<file path="src/rtl/ball_motion_engine.sv">
// Multi-ball motion and sprite rendering engine.
// Advances every ball once per frame on the falling edge of vsync, bouncing off the
// active-area edges, and renders the sprites against the row/column scan.
module ball_motion_engine #(
  parameter int unsigned N_BALLS  = 2,
  parameter int unsigned POS_W    = 16,
  parameter int unsigned SPD_W    = 4,
  parameter int unsigned H_ACTIVE = 640,
  parameter int unsigned V_ACTIVE = 480,
  parameter int unsigned SIZE     = 4,
  parameter logic [15:0] FG_COLOR = 16'hFFFF,
  parameter logic [15:0] BG_COLOR = 16'h0000,
  localparam int unsigned IDX_W   = (N_BALLS > 1) ? $clog2(N_BALLS) : 1
) (
  input  logic               clk_i,
  input  logic               reset_i,
  input  logic               vsync_i,
  input  logic [POS_W-1:0]   row_i,
  input  logic [POS_W-1:0]   column_i,
  input  logic               pause_i,
  input  logic               load_i,
  input  logic [IDX_W-1:0]   load_idx_i,
  input  logic [POS_W-1:0]   load_hpos_i,
  input  logic [POS_W-1:0]   load_vpos_i,
  input  logic [SPD_W-1:0]   load_hvel_i,
  input  logic [SPD_W-1:0]   load_vvel_i,
  output logic [15:0]        rgb_o,
  output logic               pix_hit_o,
  output logic [IDX_W-1:0]   hit_idx_o,
  output logic [N_BALLS-1:0] bounce_o,
  output logic               frame_done_o,
  output logic               busy_o
);

  typedef enum logic [1:0] {StIdle, StUpdate, StDone} state_e;

  typedef struct packed {
    logic [POS_W-1:0] pos;
    logic [SPD_W-1:0] vel;
    logic             bounce;
  } axis_t;

  localparam logic [SPD_W-1:0] VelMin = {1'b1, {(SPD_W-1){1'b0}}};
  localparam logic [SPD_W-1:0] VelMax = {1'b0, {(SPD_W-1){1'b1}}};

  state_e               state_q, state_d;
  logic [IDX_W-1:0]     idx_q;
  logic                 vsync_q;
  logic [POS_W-1:0]     hpos_q [N_BALLS];
  logic [POS_W-1:0]     vpos_q [N_BALLS];
  logic [SPD_W-1:0]     hvel_q [N_BALLS];
  logic [SPD_W-1:0]     vvel_q [N_BALLS];
  logic [N_BALLS-1:0]   bounce_q, bounce_d;
  logic [15:0]          rgb_q, rgb_d;
  logic                 hit_q, hit_d;
  logic [IDX_W-1:0]     hit_idx_q, hit_idx_d;

  logic  tick, load_ok, start;
  axis_t h_step, v_step;

  // Negation that saturates the most negative velocity instead of wrapping.
  function automatic logic [SPD_W-1:0] neg_vel(input logic [SPD_W-1:0] vel);
    return (vel == VelMin) ? VelMax : -vel;
  endfunction

  // One axis step: move, then clamp to [0, active-SIZE] and reflect on a wall hit.
  function automatic axis_t step_axis(input logic [POS_W-1:0] pos,
                                      input logic [SPD_W-1:0] vel,
                                      input int unsigned      active);
    logic signed [POS_W+1:0] n;
    logic signed [POS_W+1:0] lim;
    axis_t r;
    n   = $signed({2'b00, pos}) + $signed({{(POS_W+2-SPD_W){vel[SPD_W-1]}}, vel});
    lim = $signed((POS_W+2)'(active - SIZE));
    r.pos    = n[POS_W-1:0];
    r.vel    = vel;
    r.bounce = 1'b0;
    if (n[POS_W+1]) begin
      r.pos    = '0;
      r.vel    = neg_vel(vel);
      r.bounce = 1'b1;
    end else if (n > lim) begin
      // A stationary ball loaded out of range is clamped but does not bounce.
      r.pos    = lim[POS_W-1:0];
      r.vel    = neg_vel(vel);
      r.bounce = (vel != '0);
    end
    return r;
  endfunction

  assign tick    = vsync_q & ~vsync_i;
  assign load_ok = load_i && (32'(load_idx_i) < N_BALLS);
  assign start   = tick && !pause_i && !load_ok;

  // FSM state, ball index and vsync edge-detect register.
  always_ff @(posedge clk_i or posedge reset_i) begin
    if (reset_i) begin
      state_q <= StIdle;
      idx_q   <= '0;
      vsync_q <= 1'b1;
    end else begin
      state_q <= state_d;
      vsync_q <= vsync_i;
      if (state_q == StIdle) idx_q <= '0;
      else if (state_q == StUpdate) idx_q <= idx_q + 1'b1;
    end
  end

  // Next-state logic: one cycle per ball, then a single DONE cycle.
  always_comb begin
    state_d = state_q;
    unique case (state_q)
      StIdle:   if (start) state_d = StUpdate;
      StUpdate: if (idx_q == IDX_W'(N_BALLS - 1)) state_d = StDone;
      StDone:   state_d = StIdle;
      default:  state_d = StIdle;
    endcase
  end

  // FSM outputs.
  always_comb begin
    busy_o       = (state_q != StIdle);
    frame_done_o = (state_q == StDone);
  end

  // Step computation for the ball currently selected by the update index.
  always_comb begin
    h_step   = step_axis(hpos_q[idx_q], hvel_q[idx_q], H_ACTIVE);
    v_step   = step_axis(vpos_q[idx_q], vvel_q[idx_q], V_ACTIVE);
    bounce_d = '0;
    if (state_q == StUpdate) bounce_d[idx_q] = h_step.bounce | v_step.bounce;
  end

  // Ball state: load in IDLE, per-ball update in UPDATE.
  always_ff @(posedge clk_i or posedge reset_i) begin
    if (reset_i) begin
      for (int k = 0; k < N_BALLS; k++) begin
        hpos_q[k] <= POS_W'(128 + 16 * k);
        vpos_q[k] <= POS_W'(128);
        hvel_q[k] <= SPD_W'(-2);
        vvel_q[k] <= SPD_W'(2);
      end
      bounce_q <= '0;
    end else begin
      bounce_q <= bounce_d;
      if (state_q == StIdle && load_ok) begin
        hpos_q[load_idx_i] <= load_hpos_i;
        vpos_q[load_idx_i] <= load_vpos_i;
        hvel_q[load_idx_i] <= load_hvel_i;
        vvel_q[load_idx_i] <= load_vvel_i;
      end else if (state_q == StUpdate) begin
        hpos_q[idx_q] <= h_step.pos;
        vpos_q[idx_q] <= v_step.pos;
        hvel_q[idx_q] <= h_step.vel;
        vvel_q[idx_q] <= v_step.vel;
      end
    end
  end

  // Sprite hit test; scanning downwards leaves the lowest covering index.
  always_comb begin
    logic [POS_W:0] col_x, row_x, h0, v0;
    hit_d     = 1'b0;
    hit_idx_d = '0;
    col_x     = {1'b0, column_i};
    row_x     = {1'b0, row_i};
    for (int k = N_BALLS - 1; k >= 0; k--) begin
      h0 = {1'b0, hpos_q[k]};
      v0 = {1'b0, vpos_q[k]};
      if (h0 <= col_x && col_x < h0 + (POS_W+1)'(SIZE) &&
          v0 <= row_x && row_x < v0 + (POS_W+1)'(SIZE)) begin
        hit_d     = 1'b1;
        hit_idx_d = IDX_W'(k);
      end
    end
    rgb_d = hit_d ? FG_COLOR : BG_COLOR;
  end

  // Registered pixel outputs.
  always_ff @(posedge clk_i or posedge reset_i) begin
    if (reset_i) begin
      rgb_q     <= BG_COLOR;
      hit_q     <= 1'b0;
      hit_idx_q <= '0;
    end else begin
      rgb_q     <= rgb_d;
      hit_q     <= hit_d;
      hit_idx_q <= hit_idx_d;
    end
  end

  assign rgb_o     = rgb_q;
  assign pix_hit_o = hit_q;
  assign hit_idx_o = hit_idx_q;
  assign bounce_o  = bounce_q;

endmodule

</file>
<file path="config.mk">
export PLATFORM = sky130hd
export DESIGN_NAME = ball_motion_engine
export DESIGN_NICKNAME = d
export VERILOG_FILES = /design/src/rtl/ball_motion_engine.sv
export SDC_FILE = /design/constraint.sdc
export NUM_CORES = 1
export LEC_CHECK = 0
export BUFFER_PORTS_ARGS = -buffer_cell sky130_fd_sc_hd__buf_2
export CAP_MARGIN = 10
export CORE_AREA = 2 2 155 157
export DETAILED_ROUTE_END_ITERATION = 10
export DIE_AREA = 0 0 157 159
export MAX_ROUTING_LAYER = met4
export PLACE_DENSITY = 0.68
export SLEW_MARGIN = 20
export SYNTH_ARGS = -nofsm -noshare
export SYNTH_HDL_FRONTEND = slang
export SYNTH_SLANG_ARGS = --single-unit
export TNS_END_PERCENT = 30
</file>
<file path="constraint.sdc">
create_clock -name clk_i -period 8.2 [get_ports clk_i]
set_input_delay 0.41 -clock clk_i [delete_from_list [all_inputs] [get_ports clk_i]]
set_output_delay 0.41 -clock clk_i [all_outputs]
set_load 0.03 [all_outputs]
</file>
==> results of run 1 <==
[worst max-delay path: stages, from the launching register on]
cell and delay [ps]:
dfrtp_2 690, buf_4 480, mux2i_1 530, inv_1 490, ha_1 420, a211oi_1 340, nor2_1 100, or4_1 520
a2111oi_0 530, nor4_1 110, o2111ai_1 90, buf_4 300, mux2i_1 270, a21o_1 150
[synthesized netlist by cell type, types with 18 or more instances]
library cell and instances:
dfrtp_1 74, clkbuf_1 27, a31oi_1 20, nor2_1 67
nand2_1 80, nand4_1 18, a21oi_1 88, ha_1 168
a22o_1 33, xnor2_1 27, o21a_1 32, nand3_1 44
a21o_1 29, o21ai_0 69, mux2_2 26, xor2_1 39
a22oi_1 30, and3_1 29, inv_1 76
[layout make-up]
cell class	count	area [µm²]
fill	2260	11900
clock inverter	3	68.8
inverter	77	290
clock buffer	13	240
timing repair buffer	105	541
multi-input combinational	995	7490
sequential	88	2220
tap	319	399
[how the worst max path moves through the flow]
stage | cells after the start | endpoint | from | slack (ps)
detailed placement | 13 | vvel_q[1] | idx_q | 3130
global route | 13 | vpos_q[7] | idx_q | 2590
finish | 13 | vvel_q[1] | idx_q | 3080
floorplan | 17 | hpos_q[23] | idx_q | 3790
CTS | 13 | vvel_q[6] | idx_q | 3080
global placement | 13 | vvel_q[6] | idx_q | 3290
[routing by layer]
metal | up-vias | wire length [µm]
li1 | 4663 | -
met1 | 4529 | 14300
met2 | 318 | 13200
met3 | 40 | 1740
met4 | 0 | 613
met5 | - | 0
[state kept, by name, summed over array words and instances, names as in the netlist]
signal     count
hpos_q        32
rgb_o          1
vpos_q        32
state_q        2
vvel_q         8
hit_idx_o      1
hvel_q         8
idx_q          1
vsync_q        1
bounce_o       2
[cells by family (layout without fill, tap and decap cells)]
group,Yosys count,after routing
AO/OA/AOI/OAI,407,407
AND/OR/NAND/NOR,311,311
adder cells (fa/ha/maj),170,170
buffers and inverters,133,198
flip-flops,88,88
XOR/XNOR,66,66
multiplexers,41,41
[metrics by stage]
stage                     worst slack, ps  utilization, %  hold slack, ps  cells
after global routing                 2590            48.5            69.1   1600
after floorplan                      3790               -             414   1216
after global placement               3290            47.2             428   1584
after CTS                            3080            48.5            52.3   1600
after detailed placement             3130            47.2             432   1584
final                                3080            48.5            33.1   1600
==> out/qor.csv, run 1 <==
stage,metric,value,unit
yosys,Synthesis Warnings,0,
yosys,Synth area leader,ha_1,
global_routing,grt ovf,0,
global_routing,pin count of the biggest net entering global routing,66,
yosys,post-synth top area share,20.4,%
timing,Least-Margin Pin Slew,1120,ps
critical_path,critical path data arrival time,5420,ps
die,Die Wd,157,µm
global_routing,met3 Use GR,3.16,%
yosys,asr flop ratio synth,100,%
yosys,number of synthesized flops with an enable pin,0,
die,Cell Rows,56,
global_routing,first-pass GRT wire length,48.3,mm
global_routing,busiest metal layer after global routing,met2,
clock_tree,Num CTS Buffers,9,
yosys,Synth Instances,1216,
clock_tree,hold_buf cts,0,
global_routing,Total GRT Usage,24.8,%
yosys,multiplexer area fraction after synthesis,4.35,%
place,dpl cell area,10900,µm²
timing,minimum clock period,5120,ps
timing,Setup Viol. Count Final,0,
yosys,post-synthesis xor/xnor area fraction,5.62,%
die,Core Area,23200,µm²
critical_path,Reg-to-Reg Start,idx_q,
worst_hold_path,Hold WC Path Type,primary input to asynchronous set/reset pin,
place,dpl hpwl,22.8,mm
timing,Fmax achieved,195,MHz
timing,Setup TNS,0,ps
global_routing,vias in the first global route,9152,
layout,area grow syn2layout,9.40,%
die,Starting Density,44.3,%
critical_path,"Max FO, Critical Path",28,
detailed_routing,drt wl/cell,18.7,µm
detailed_routing,post-DR vias/cell,5.97,
detailed_routing,vias,9550,
outcome,status,"complete, no violations",
layout,ANT cells,0,
critical_path,path depth of the worst reg2reg path,13,
clock_tree,Root Driver,clkbuf_16,
place,Port Buf Inserts,99,
detailed_routing,DR pass1 iterations,5,
critical_path,Worst Path Required,8500,ps
clock_tree,clock-pin slew on the worst setup and hold paths,70,ps
critical_path,Crit Reg-Reg Endpoint,vvel_q[1],
yosys,syn nets,1464,
layout,layout cell share with drive strength beyond 1,14.0,%
timing,final hold vios,0,
clock_tree,Skew-Pair Late Insertion Delay,360,ps
clock_tree,H-tree depth,3,
critical_path,CP Class,flop to flop,
yosys,adder-cell share of the synthesized area,20.8,%
clock_tree,Max clock buf depth,2,
global_routing,initial antenna violation count,0,
yosys,Synth cell types,75,
timing,"Slew Viols, Final",0,
job,Max-Cap Viols,0,
layout,highest-count cells in the layout ignoring fill and taps,"168 x ha_1, 99 x buf_2, 88 x a21oi_1",
yosys,Most used DFF post-synth,dfrtp_1,
clock_tree,post-CTS sizing,0,
detailed_routing,iteration-0 DRC count of the detailed router,791,
layout,"Net count, final",1524,
global_routing,met1 usage,34.8,%
timing,RSZ-0062 raised after global routing,no,
die,Die Area,25000,µm²
clock_tree,CTS tree,done,
critical_path,critical path launch point type,flop,
clock_tree,setup bufs post-CTS,0,
yosys,main combinational cell family by area after synthesis,compound AO/OA/AOI/OAI gates,
yosys,synth top area cells,"ha_1 20%, dfrtp_1 18%, a21oi_1 4.3%",
global_routing,met2 Use GR,37.8,%
layout,"most common cell after layout, fill and taps aside",ha_1,
yosys,syn avg cell area,8.45,µm²
die,IO Count,100,
detailed_routing,remaining antenna violation count,0,
die,chip height,159,µm
layout,final instance area,11200,µm²
critical_path,critical path capture point type,flop,
detailed_routing,DRC viols,0,
clock_tree,Sink Count,88,
timing,period utilization,62.4,%
yosys,Synth Area in Compound Gates,26.9,%
detailed_routing,final WL,29.9,mm
yosys,post-synthesis sequential area ratio,21.6,%
timing,worst slew margin relative to its limit,23.7,%
critical_path,R2R setup slack,3080,ps
timing,worst-case clock skew,14.0,ps
yosys,simple-gate portion of the synthesized area,15.1,%
place,gp weighted congestion,0.902,
yosys,Seq cells post-synth,88,
yosys,area of the mapped netlist,10300,µm²
Power of run 1 is left out: the tool's default activity adds up to more than one toggle a clock period on the data nets, which glitch-free logic cannot reach.
==> run 2, diff against run 1 <==
ABC_AREA = 1   (was unset)
CORE_AREA = 2 2 160 162   (was 2 2 155 157)
DIE_AREA = 0 0 162 164   (was 0 0 157 159)
PLACE_DENSITY = 0.69   (was 0.68)
clock period = 5.22 ns   (was 8.2 ns; I/O delays follow)
==> run 2 against run 1 <==
Effect of this change: the flow now finishes with violations (hold timing); global-route usage up 1.4 points; non-clock buffer count up 3; area after synthesis up 7.3%; setup slack worse by 2000 ps; final cell count up 29%; sequential share of layout area down 1.3 points; clock skew down 0.90 ps; critical path depth up 6; count of clock-buffer cells in the layout down 2; critical endpoint is now bounce_o[0].
==> out/qor.csv, run 2 <==
stage,metric,value,unit
timing,hold_ws,-8.64,ps
die,IO Count,100,
critical_path,"Max FO, Critical Path",29,
layout,"Net count, final",1982,
yosys,main combinational cell family by area after synthesis,simple AND/OR/NAND/NOR gates,
job,Max-Cap Viols,0,
die,Starting Density,44.5,%
clock_tree,Skew-Pair Late Insertion Delay,360,ps
detailed_routing,DRC viols,0,
yosys,post-synthesis sequential area ratio,20.1,%
yosys,Synth area leader,ha_1,
clock_tree,clock-pin slew on the worst setup and hold paths,60,ps
layout,layout cell share with drive strength beyond 1,12.0,%
die,Core Area,24800,µm²
place,dpl hpwl,26.8,mm
timing,Least-Margin Pin Slew,1020,ps
yosys,syn nets,1912,
clock_tree,CTS tree,done,
timing,RSZ-0062 raised after global routing,no,
die,Die Area,26600,µm²
worst_hold_path,Hold WC Path Type,primary input to asynchronous set/reset pin,
yosys,syn avg cell area,6.63,µm²
global_routing,first-pass GRT wire length,54.2,mm
timing,period utilization,79.0,%
die,chip height,164,µm
critical_path,Worst Path Required,5460,ps
detailed_routing,vias,11200,
die,Die Wd,162,µm
critical_path,critical path capture point type,flop,
detailed_routing,post-DR vias/cell,5.40,
timing,minimum clock period,4120,ps
timing,final hold vios,5,
clock_tree,post-CTS sizing,0,
yosys,synth top area cells,"ha_1 19%, dfrtp_1 17%, nand2_1 14%",
yosys,post-synthesis xor/xnor area fraction,4.13,%
global_routing,vias in the first global route,10700,
place,Port Buf Inserts,99,
layout,highest-count cells in the layout ignoring fill and taps,"414 x nand2_1, 226 x inv_1, 168 x ha_1",
critical_path,CP Class,flop to flop,
detailed_routing,iteration-0 DRC count of the detailed router,831,
clock_tree,Sink Count,88,
clock_tree,hold_buf cts,0,
yosys,commonest cells in the netlist,"415 x nand2_1, 227 x inv_1, 168 x ha_1, 156 x a21oi_1, 120 x nor2_1",
yosys,Seq cells post-synth,88,
yosys,Synth Instances,1664,
detailed_routing,DR pass1 iterations,5,
yosys,multiplexer area fraction after synthesis,0,%
clock_tree,H-tree depth,3,
layout,final instance area,12100,µm²
layout,area grow syn2layout,9.36,%
detailed_routing,drt wl/cell,16.1,µm
yosys,post-synth top area share,19.0,%
yosys,Synthesis Warnings,0,
yosys,area of the mapped netlist,11000,µm²
yosys,Synth Area in Compound Gates,16.5,%
timing,Fmax achieved,243,MHz
clock_tree,setup bufs post-CTS,0,
global_routing,pin count of the biggest net entering global routing,51,
timing,"Slew Viols, Final",0,
detailed_routing,remaining antenna violation count,0,
global_routing,initial antenna violation count,0,
clock_tree,Max clock buf depth,2,
yosys,adder-cell share of the synthesized area,19.4,%
place,gp weighted congestion,0.969,
timing,worst slew margin relative to its limit,31.9,%
clock_tree,Num CTS Buffers,9,
yosys,simple-gate portion of the synthesized area,29.3,%
outcome,status,finished with violations,
layout,ANT cells,0,
critical_path,critical path launch point type,flop,
critical_path,critical path data arrival time,4360,ps
detailed_routing,final WL,33.3,mm
yosys,Most used DFF post-synth,dfrtp_1,
timing,Setup TNS,0,ps
yosys,"count leader, synth",nand2_1,
layout,"most common cell after layout, fill and taps aside",nand2_1,
outcome,failing checks,hold timing,
die,Cell Rows,58,
timing,worst-case clock skew,13.1,ps
global_routing,Total GRT Usage,26.2,%
yosys,Synth cell types,52,
clock_tree,Root Driver,clkbuf_16,
global_routing,grt ovf,0,
yosys,asr flop ratio synth,100,%
timing,Setup Viol. Count Final,0,
yosys,number of synthesized flops with an enable pin,0,
layout,Regs by FF count,"hpos_q: 32 flops, vpos_q: 32 flops",
place,dpl cell area,11800,µm²
run 2: changes by cell type after synthesis, moves of 33 or more:
cell and delta:
nand2_1 +335, a22o_1 -33, nand3_1 +63, a21oi_1 +68, nor2_1 +53, inv_1 +151
run 2: per-layer routing:
layer	vias to the layer above	GRT usage [%]	share of wire [%]
met5	-	-	0
met4	0	6.48	1.9
met3	46	3.13	5.3
met2	362	40.6	44
met1	5142	36.7	48
li1	5629	-	-
run 2: kinds of logic after synthesis:
group / count (synthesis)
adder cells (fa/ha/maj): 170
buffers and inverters: 289
flip-flops: 88
AO/OA/AOI/OAI: 316
AND/OR/NAND/NOR: 749
XOR/XNOR: 52
run 2: worst max-delay path, stage by stage (launching register included):
cell and delay, ps:
dfrtp_2 700, inv_2 270, or2_2 330, o21ai_0 170, inv_1 140, ha_1 290
fa_1 490, nand2_1 100, nand2_1 80, nand3_1 90, nand2_1 80, nand2_1 60
nand2_1 90, nor2_1 160, nand2_1 80, nor2_2 250, nand3_1 170, nand4_1 130
nand4_1 120, and2_1 190
run 2: layout make-up:
| class | instances | area [µm²] |
|---|---|---|
| clock buffers | 11 | 243 |
| clock inverters | 5 | 56.3 |
| fillers | 2597 | 12800 |
| inverters | 240 | 905 |
| multi-input cells | 1287 | 7670 |
| flip-flops and latches | 88 | 2220 |
| well taps | 330 | 413 |
| repair buffers | 108 | 563 |
run 2: stage by stage:
stage          setup WS [ps]  utilization (%)  std cells
3_3_place_gp            1240             47.4       2053
3_5_place_dp            1160             47.4       2053
6_report                1100             48.6       2069
5_1_grt                  720             48.6       2069
4_1_cts                 1150             48.6       2069
2_1_floorplan           2030                -       1664
run 2: final timing paths:
kind	start	endpoint	slack, ps	cells after the start
hold reg to reg	hvel_q[6]	hvel_q[6]	470	2
setup / recovery	idx_q	bounce_o[0]	1100	19
min in group clk_i	vsync_i	vsync_q	10	1
hold / removal	reset_i	vpos_q[12]	-9	2
setup reg to reg	idx_q	bounce_o[0]	1100	19
max in group asynchronous	reset_i	idx_q	4080	3
Power of run 2 is left out for the same reason.
